## src/rtl/i2s_frame_tx.sv

```systemverilog
// Parametrised I2S / left-justified frame serialiser: one multi-slot frame per
// accepted sample word, gapless back-to-back frames, sticky underrun flag.
module i2s_frame_tx #(
    parameter int SAMPLE_W = 16,
    parameter int SLOT_W   = 16,
    parameter int NUM_CH   = 2
) (
    input  logic                         bclk,
    input  logic                         rst,
    input  logic                         enable,
    input  logic                         fmt_i2s,
    input  logic [NUM_CH*SAMPLE_W-1:0]   s_data,
    input  logic                         s_valid,
    output logic                         s_ready,
    output logic                         lrclk,
    output logic                         sd,
    output logic [$clog2(NUM_CH)-1:0]    slot_idx,
    output logic                         frame_start,
    output logic                         underrun,
    output logic                         busy
);

    localparam int BIT_W   = $clog2(SLOT_W);
    localparam int SI_W    = $clog2(NUM_CH);
    localparam int FRAME_W = NUM_CH * SAMPLE_W;

    localparam logic [BIT_W-1:0] BIT_LAST  = BIT_W'(SLOT_W - 1);
    localparam logic [SI_W-1:0]  SLOT_LAST = SI_W'(NUM_CH - 1);
    localparam logic [SI_W-1:0]  SLOT_HALF = SI_W'(NUM_CH / 2);

    typedef enum logic {
        IDLE,
        RUN
    } state_t;

    state_t               state;
    logic [BIT_W-1:0]     bit_cnt;
    logic [SI_W-1:0]      slot_cnt;
    logic [FRAME_W-1:0]   frame_q;
    logic                 fmt_q;
    logic                 first_q;
    logic                 dly_q;

    logic                 at_last;
    logic                 load_new;
    logic [BIT_W-1:0]     nxt_bit;
    logic [SI_W-1:0]      nxt_slot;
    logic [FRAME_W-1:0]   emit_frame;
    logic                 emit_fmt;
    logic                 lj_nxt;

    // Left-justified bit for a slot position: sample MSB first, then zero pad.
    function automatic logic slot_bit(input logic [FRAME_W-1:0] f,
                                      input int slot, input int b);
        logic [FRAME_W-1:0] sh;
        if (b >= SAMPLE_W) return 1'b0;
        sh = f >> (slot * SAMPLE_W + SAMPLE_W - 1 - b);
        return sh[0];
    endfunction

    always_comb begin
        at_last  = (bit_cnt == BIT_LAST) && (slot_cnt == SLOT_LAST);
        nxt_bit  = bit_cnt + 1'b1;
        nxt_slot = slot_cnt;
        if (bit_cnt == BIT_LAST) begin
            nxt_bit  = '0;
            nxt_slot = at_last ? '0 : slot_cnt + 1'b1;
        end
        // first_q: data latched from IDLE, bit 0 of slot 0 goes out next
        if (first_q) begin
            nxt_bit  = '0;
            nxt_slot = '0;
        end

        s_ready  = (state == IDLE) ? enable : (enable && at_last && !first_q);
        load_new = (state == RUN) && at_last && !first_q && enable;

        emit_frame = frame_q;
        emit_fmt   = fmt_q;
        if (load_new) begin
            emit_frame = s_valid ? s_data : '0;
            emit_fmt   = s_valid ? fmt_i2s : fmt_q;
        end
        lj_nxt = slot_bit(emit_frame, int'(nxt_slot), int'(nxt_bit));
    end

    always_ff @(posedge bclk) begin
        if (rst) begin
            state       <= IDLE;
            bit_cnt     <= '0;
            slot_cnt    <= '0;
            frame_q     <= '0;
            fmt_q       <= 1'b0;
            first_q     <= 1'b0;
            dly_q       <= 1'b0;
            lrclk       <= 1'b0;
            sd          <= 1'b0;
            slot_idx    <= '0;
            frame_start <= 1'b0;
            underrun    <= 1'b0;
            busy        <= 1'b0;
        end else begin
            case (state)
                IDLE: begin
                    lrclk       <= 1'b0;
                    slot_idx    <= '0;
                    frame_start <= 1'b0;
                    sd          <= fmt_q & dly_q;
                    dly_q       <= 1'b0;
                    bit_cnt     <= '0;
                    slot_cnt    <= '0;
                    if (s_valid && s_ready) begin
                        frame_q <= s_data;
                        fmt_q   <= fmt_i2s;
                        first_q <= 1'b1;
                        busy    <= 1'b1;
                        state   <= RUN;
                    end
                end
                RUN: begin
                    if (at_last && !first_q && !enable) begin
                        // I2S still owes the delayed LSB on this edge
                        state       <= IDLE;
                        busy        <= 1'b0;
                        lrclk       <= 1'b0;
                        slot_idx    <= '0;
                        frame_start <= 1'b0;
                        sd          <= fmt_q & dly_q;
                        dly_q       <= 1'b0;
                        bit_cnt     <= '0;
                        slot_cnt    <= '0;
                    end else begin
                        if (load_new) begin
                            frame_q <= emit_frame;
                            fmt_q   <= emit_fmt;
                            if (!s_valid) underrun <= 1'b1;
                        end
                        first_q     <= 1'b0;
                        bit_cnt     <= nxt_bit;
                        slot_cnt    <= nxt_slot;
                        slot_idx    <= nxt_slot;
                        lrclk       <= (nxt_slot >= SLOT_HALF);
                        frame_start <= (nxt_bit == '0) && (nxt_slot == '0);
                        sd          <= emit_fmt ? dly_q : lj_nxt;
                        dly_q       <= lj_nxt;
                    end
                end
                default: state <= IDLE;
            endcase
        end
    end

endmodule

```

## config.mk

```make
export PLATFORM = sky130hd
export DESIGN_NAME = i2s_frame_tx
export DESIGN_NICKNAME = d
export VERILOG_FILES = /design/src/rtl/i2s_frame_tx.sv
export SDC_FILE = /design/constraint.sdc
export NUM_CORES = 1
export LEC_CHECK = 0
export ABC_AREA = 1
export ABC_CLOCK_PERIOD_IN_PS = 2970
export CAP_MARGIN = 20
export CORE_MARGIN = 2
export CORE_UTILIZATION = 40
export CTS_CLUSTER_DIAMETER = 100
export DETAILED_ROUTE_END_ITERATION = 6
export DONT_BUFFER_PORTS = 1
export SLEW_MARGIN = 15
export SYNTH_ARGS = -nofsm -noshare
export SYNTH_HDL_FRONTEND = slang
export SYNTH_SLANG_ARGS = --single-unit
```

## constraint.sdc

```tcl
create_clock -name bclk -period 2.97 [get_ports bclk]
set_clock_uncertainty 0.15 [all_clocks]
set_input_delay 0.594 -clock bclk [delete_from_list [all_inputs] [get_ports bclk]]
set_output_delay 0.594 -clock bclk [all_outputs]
set_load 0.005 [all_outputs]
```

---- After elaboration in Yosys (flattened, before gate mapping) ----
Index checks and enable logic that the tools add are counted.
cells by class
  add/subtract/negate cells ............... 5
  $lt $le $gt $ge ......................... 1
  eq/ne operators ......................... 5
  shift-type cells ........................ 1
  muxes and demuxes ....................... 39
  bitwise logic cells ..................... 5
  reduce and logical (&&, ||, !) cells .... 17
operators by type and width
  cell                                                                     number
  32-bit two-way mux                                                       5
  32-bit one-hot mux with 2 select lines                                   1
  32-bit by 32-bit >> shifter with 1-bit output                            1
  1-bit two-way mux                                                        20
  1-bit one-hot mux with 2 select lines                                    9
  4-bit two-way mux                                                        3
  1-bit logical AND                                                        10
  4-bit one-hot mux with 2 select lines                                    1
  7-bit by 5-bit subtractor with 8-bit output                              1
  6-bit by 1-bit subtractor with 7-bit output, second input constant       1
  5-bit by 5-bit adder with 6-bit output, second input constant            1
  2-bit by 1-bit inequality test with 1-bit output, second input constant  3
  4-bit by 1-bit adder with 4-bit output, second input constant            1
  4-bit equality test, second input constant                               1
  4-bit zero test                                                          1
  1-bit inverter                                                           4
  2-bit AND reduction                                                      2
  4-bit AND reduction                                                      1
  3-bit AND reduction                                                      1
  1-bit zero test                                                          2
  2-bit inequality test, second input constant                             1
  1-bit adder, second input constant                                       1
  1-bit AND                                                                1
  1-bit >= comparator, second input constant                               1
storage, ports and cells
  flip-flop bits (word level) ............. 46
  input port bits ......................... 37
  output and inout port bits .............. 7

---- Depth between registers and ports, before layout ----
  depth after elaboration ................. 12
  gate-level depth with buffers ........... 18
  depth with buffers taken out ............ 18

---- Worst setup path before layout ----
OpenSTA, ideal clock, no wires.
  path type ............................... reg2reg
  from .................................... register bit_cnt[0]
  to ...................................... register sd
  arrival ................................. 1.937 ns
  required time ........................... 2.688 ns
  setup slack ............................. 0.751 ns
  cell stages (with the launch flop) ...... 19
  cell sequence ........................... dfxtp_1 ha_1 nand3_1 inv_1 ha_1 inv_1 nor2_2 nand2_2 buf_2 nand2_1 nand3_1 nand3_1 nand3_1 nand3_1 nand3_1 nand2_1 nand2_1 nand2_1 a21oi_1
on the way
  word-level cells in the longest chain between the ends .. 12
  elaborated cells between the ends (all ways) .. 22
ends and longest elaborated chain
  element                                        line    source
  start, declared                                37      logic [BIT_W-1:0] bit_cnt;
  start signal, assigned                         139     bit_cnt <= nxt_bit;
  4-bit equality test                            62, 65
  1-bit logical AND                              62      at_last = (bit_cnt == BIT_LAST) && (slot_cnt == SLOT_LAST);
  1-bit two-way mux                              67      nxt_slot = at_last ? '0 : slot_cnt + 1'b1;
  1-bit two-way mux                              65      if (bit_cnt == BIT_LAST) begin
  1-bit two-way mux                              70      if (first_q) begin
  5-bit by 5-bit adder with 6-bit output         57      sh = f >> (slot * SAMPLE_W + SAMPLE_W - 1 - b);
  6-bit by 1-bit subtractor with 7-bit output    57
  7-bit by 5-bit subtractor with 8-bit output    57
  32-bit by 32-bit >> shifter with 1-bit output  57
  1-bit two-way mux                              144     sd <= emit_fmt ? dly_q : lj_nxt;
  1-bit two-way mux *                            121     if (at_last && !first_q && !enable) begin
  1-bit one-hot mux with 2 select lines *        103     case (state)
  end signal, assigned                           108     sd <= fmt_q & dly_q;
  end signal, assigned                           128     sd <= fmt_q & dly_q;
  end signal, assigned                           144
  end, declared                                  16      output logic sd,
Every way passes the cells marked *; elsewhere a longest branch is shown, timed or not.
A chain may end at the register's enable or synchronous reset.

---- Worst setup path in the final report ----
Ends and elaborated chain as after synthesis.

==> run_results.csv <==
group,metric,value,unit
place,io_buffers,0,
clocking,post_cts_resized,0,
timing,min_period,2.608,ns
synth,ys_seq_area_share,31.58,%
global_routing,overflow,0,
timing,timing_hold_violations_final,0,
setup_path,reg2reg_from,"bit_cnt[0]$_SDFF_PP0_",
synth,synthArstFlopShare,0,%
clocking,clkSinkCount,45,
synth,synth_commonest_cells,"nand2_1, nand3_1, a21oi_1",
setup_path,reg2reg_slack,0.36,ns
power,netSwitchingFraction,32.08,%
setup_path,worstPathRequired,3.07,ns
clocking,cts_tree,"yes",
flow_run,drv_cap,0,
synth,synth_top_area_cell,"dfxtp_1",
timing,relSlewSlack,59.87,%
power,ir_drop,232.6,µV
global_routing,grt_pass1_wl,13940,µm
die,fp.coreArea,0.006832,mm²
timing,final.setup.tns,0,ns
place,post-dp-hpwl,5446,µm
die,initial_utilization,41.76,%
die,die_y,88.45,µm
routing,ant_nets,0,
hold_path,hold_path.class,"in -> reg",
synth,synthesis.area,0.002853,mm²
place,dpl_cell_area,0.002929,mm²
place,gp_congestion,0.8407,
timing,grt_setup_unrepaired,"false",
die,ios,44,
power,p_seq_share,49.1,%
timing,drv_slew,0,
synth,synthCells,448,
routing,wire_per_inst,16.01,µm
cells_and_area,drive_gt1_share,6.005,%
cells_and_area,multi_input_area,0.001709,mm²
cells_and_area,layout-area-overhead-vs-synth,5.965,%
routing,via_count,2994,
synth,synth.area.top_cells,"dfxtp_1, nand3_1, nand2_1",
cells_and_area,nNetsFinal,471,
power,p_int,0.9040,mW
routing,avgViaCountPerCell,5.660,
synth,synthFlopType,"dfxtp_1",
setup_path,crit_fanout,32,
power,p_leak,1.200,nW
synth,synth_cell_types,24,
routing,dr.pass1.iters,5,
setup_path,critPathCaptureType,"flip-flop",
routing,drc,0,
clocking,cts.clk_slew.worst_paths,0.10,ns
cells_and_area,final_area,0.003023,mm²
synth,netlist.area_leader.share,31.58,%
synth,synth_edf_count,0,
status,outcome,"completed",
power,p_switching,0.4269,mW
setup_path,r2r_end,"sd$_SDFF_PP0_",
global_routing,grt_usage,22.95,%
global_routing,antenna_found_initial,0,
power,power,1.331,mW
timing,setup_viol,0,
synth,yosysMostFrequentCell,"nand2_1",
synth,ys_ff_latch,45,
power,powerDensity,440.3,mW/mm²
timing,worst_pin_slew,0.6019,ns
clocking,clk_path_buf_depth,2,
setup_path,cp.arrival,2.71,ns
die,rows,30,
power,clockPowerShare,30.9,%
hold_path,worstHoldEndpoint,"busy$_SDFFE_PP0P_",
hold_path,hold_start,"rst",
routing,drt_iter0_drc,302,
cells_and_area,regArea,902.1,µm²
clocking,htree_num_levels,2,
die,dieArea,0.007823,mm²
cells_and_area,n_fill_cell,747,
synth,avgSynthCellArea,6.368,µm²
power,power_frac_comb,20.0,%
global_routing,grt_pass1_vias,2770,
setup_path,rr_worst_depth,17,
clocking,clock_latency,0.31,ns
timing,fmax,383.4,MHz
routing,wirelength,8471,µm
cells_and_area,diodes,0,
hold_path,min_path_cells,1,
synth,ys_warn_count,0,
setup_path,worstSetupPathType,"reg -> reg",
timing,post-route-period-util,87.81,%
clocking,cts-root-buf,"clkbuf_8",
clocking,cts_setup_buffers,0,
global_routing,grt_start_max_net_pins,59,
clocking,cts_hold_buf,0,
setup_path,cp-start-kind,"flip-flop",
clocking,cts_made_buffers,5,
die,die_x,88.45,µm
synth,synth_nets,487,
==> critical path: stages, from the launching register on <==
cell and delay (ns):
dfxtp_1 0.37, ha_1 0.20, nand3_1 0.13, inv_1 0.08, ha_1 0.13, inv_1 0.04, nor2_2 0.10, buf_4 0.35
nand3b_1 0.15, nand3_1 0.18, nand3_1 0.09, nand3_1 0.09, nand3_1 0.09, nand3_1 0.09, nand2_1 0.08, nand2_1 0.07
nand2_1 0.05, a21oi_1 0.11
==> power by group through the flow <==
stage / Combinational (mW) / Clock (mW) / Sequential [mW]
floorplan: 0.212 / 0 / 0.664
global placement: 0.263 / 0 / 0.667
detailed placement: 0.264 / 0 / 0.668
CTS: 0.266 / 0.425 / 0.654
global route: 0.302 / 0.442 / 0.658
finish: 0.266 / 0.411 / 0.654
==> layer usage <==
layer,track usage [%],wire (µm)
met5,0,0
met4,6.612,74
met3,5.037,586
met2,36.50,3960
met1,31.41,3851
==> area by class of cell <==
type | instances | area share, %
clock buffers | 5 | 2.276
multi-input cells | 345 | 56.54
inverters | 24 | 2.980
flip-flops and latches | 45 | 29.84
clock inverters | 3 | 0.8278
repair buffers | 11 | 3.560
well taps | 96 | 3.974
==> worst max path at each step <==
stage	startpoint	endpoint	slack (ns)	depth (start not counted)
3_3_place_gp	bit_cnt[0]$_SDFF_PP0_	sd$_SDFF_PP0_	0.46	17
3_5_place_dp	bit_cnt[0]$_SDFF_PP0_	sd$_SDFF_PP0_	0.42	17
5_1_grt	bit_cnt[0]$_SDFF_PP0_	sd$_SDFF_PP0_	0.05	17
6_report	bit_cnt[0]$_SDFF_PP0_	sd$_SDFF_PP0_	0.36	17
2_1_floorplan	bit_cnt[0]$_SDFF_PP0_	sd$_SDFF_PP0_	0.75	18
4_1_cts	bit_cnt[0]$_SDFF_PP0_	sd$_SDFF_PP0_	0.40	17
==> stage by stage <==
step	hold WS (ns)	worst slack, ns	util [%]	instances
after floorplan	0.2954	0.7512	-	448
after global placement	0.2960	0.4592	42.88	521
after detailed placement	0.2992	0.4240	42.88	521
after CTS	0.1716	0.3962	44.25	529
after global routing	0.1651	0.05475	44.25	529
final	0.1848	0.3620	44.25	529
==> placed cells by master (no fill, tap or decap) <==
cell,netlist,routed
nor3_1,1,1
inv_6,0,1
buf_4,2,9
nor2_1,14,13
buf_12,0,2
a21oi_1,48,48
a221oi_1,1,1
nand3b_1,23,23
clkbuf_8,0,5
inv_1,22,22
dfxtp_2,0,1
clkinv_4,0,1
inv_2,2,2
o21a_1,1,1
nand2_2,1,1
xor2_1,1,1
o21ai_0,16,16
nand3_1,91,91
nor2_2,1,2
o211ai_1,20,20
dfxtp_1,45,44
nand2_1,119,119
nor4_1,1,1
clkinvlp_4,0,1
nand4_1,4,4
ha_1,2,2
nand3_2,1,1
==> registers in the layout, indices dropped and copies added (netlist names) <==
signal       count
first_q          1
fmt_q            1
state            1
busy             1
frame_start      1
lrclk            1
bit_cnt          4
frame_q         32
sd               1
underrun         1
dly_q            1
==> logic make-up after synthesis <==
group	after synthesis	share of synthesized area, %
AND/OR/NAND/NOR	256	41.58
AO/OA/AOI/OAI	86	17.06
buffers and inverters	58	8.596
flip-flops	45	31.58
adder cells (fa/ha/maj)	2	0.8771
XOR/XNOR	1	0.3071
Power figures use the tool's default switching activity.
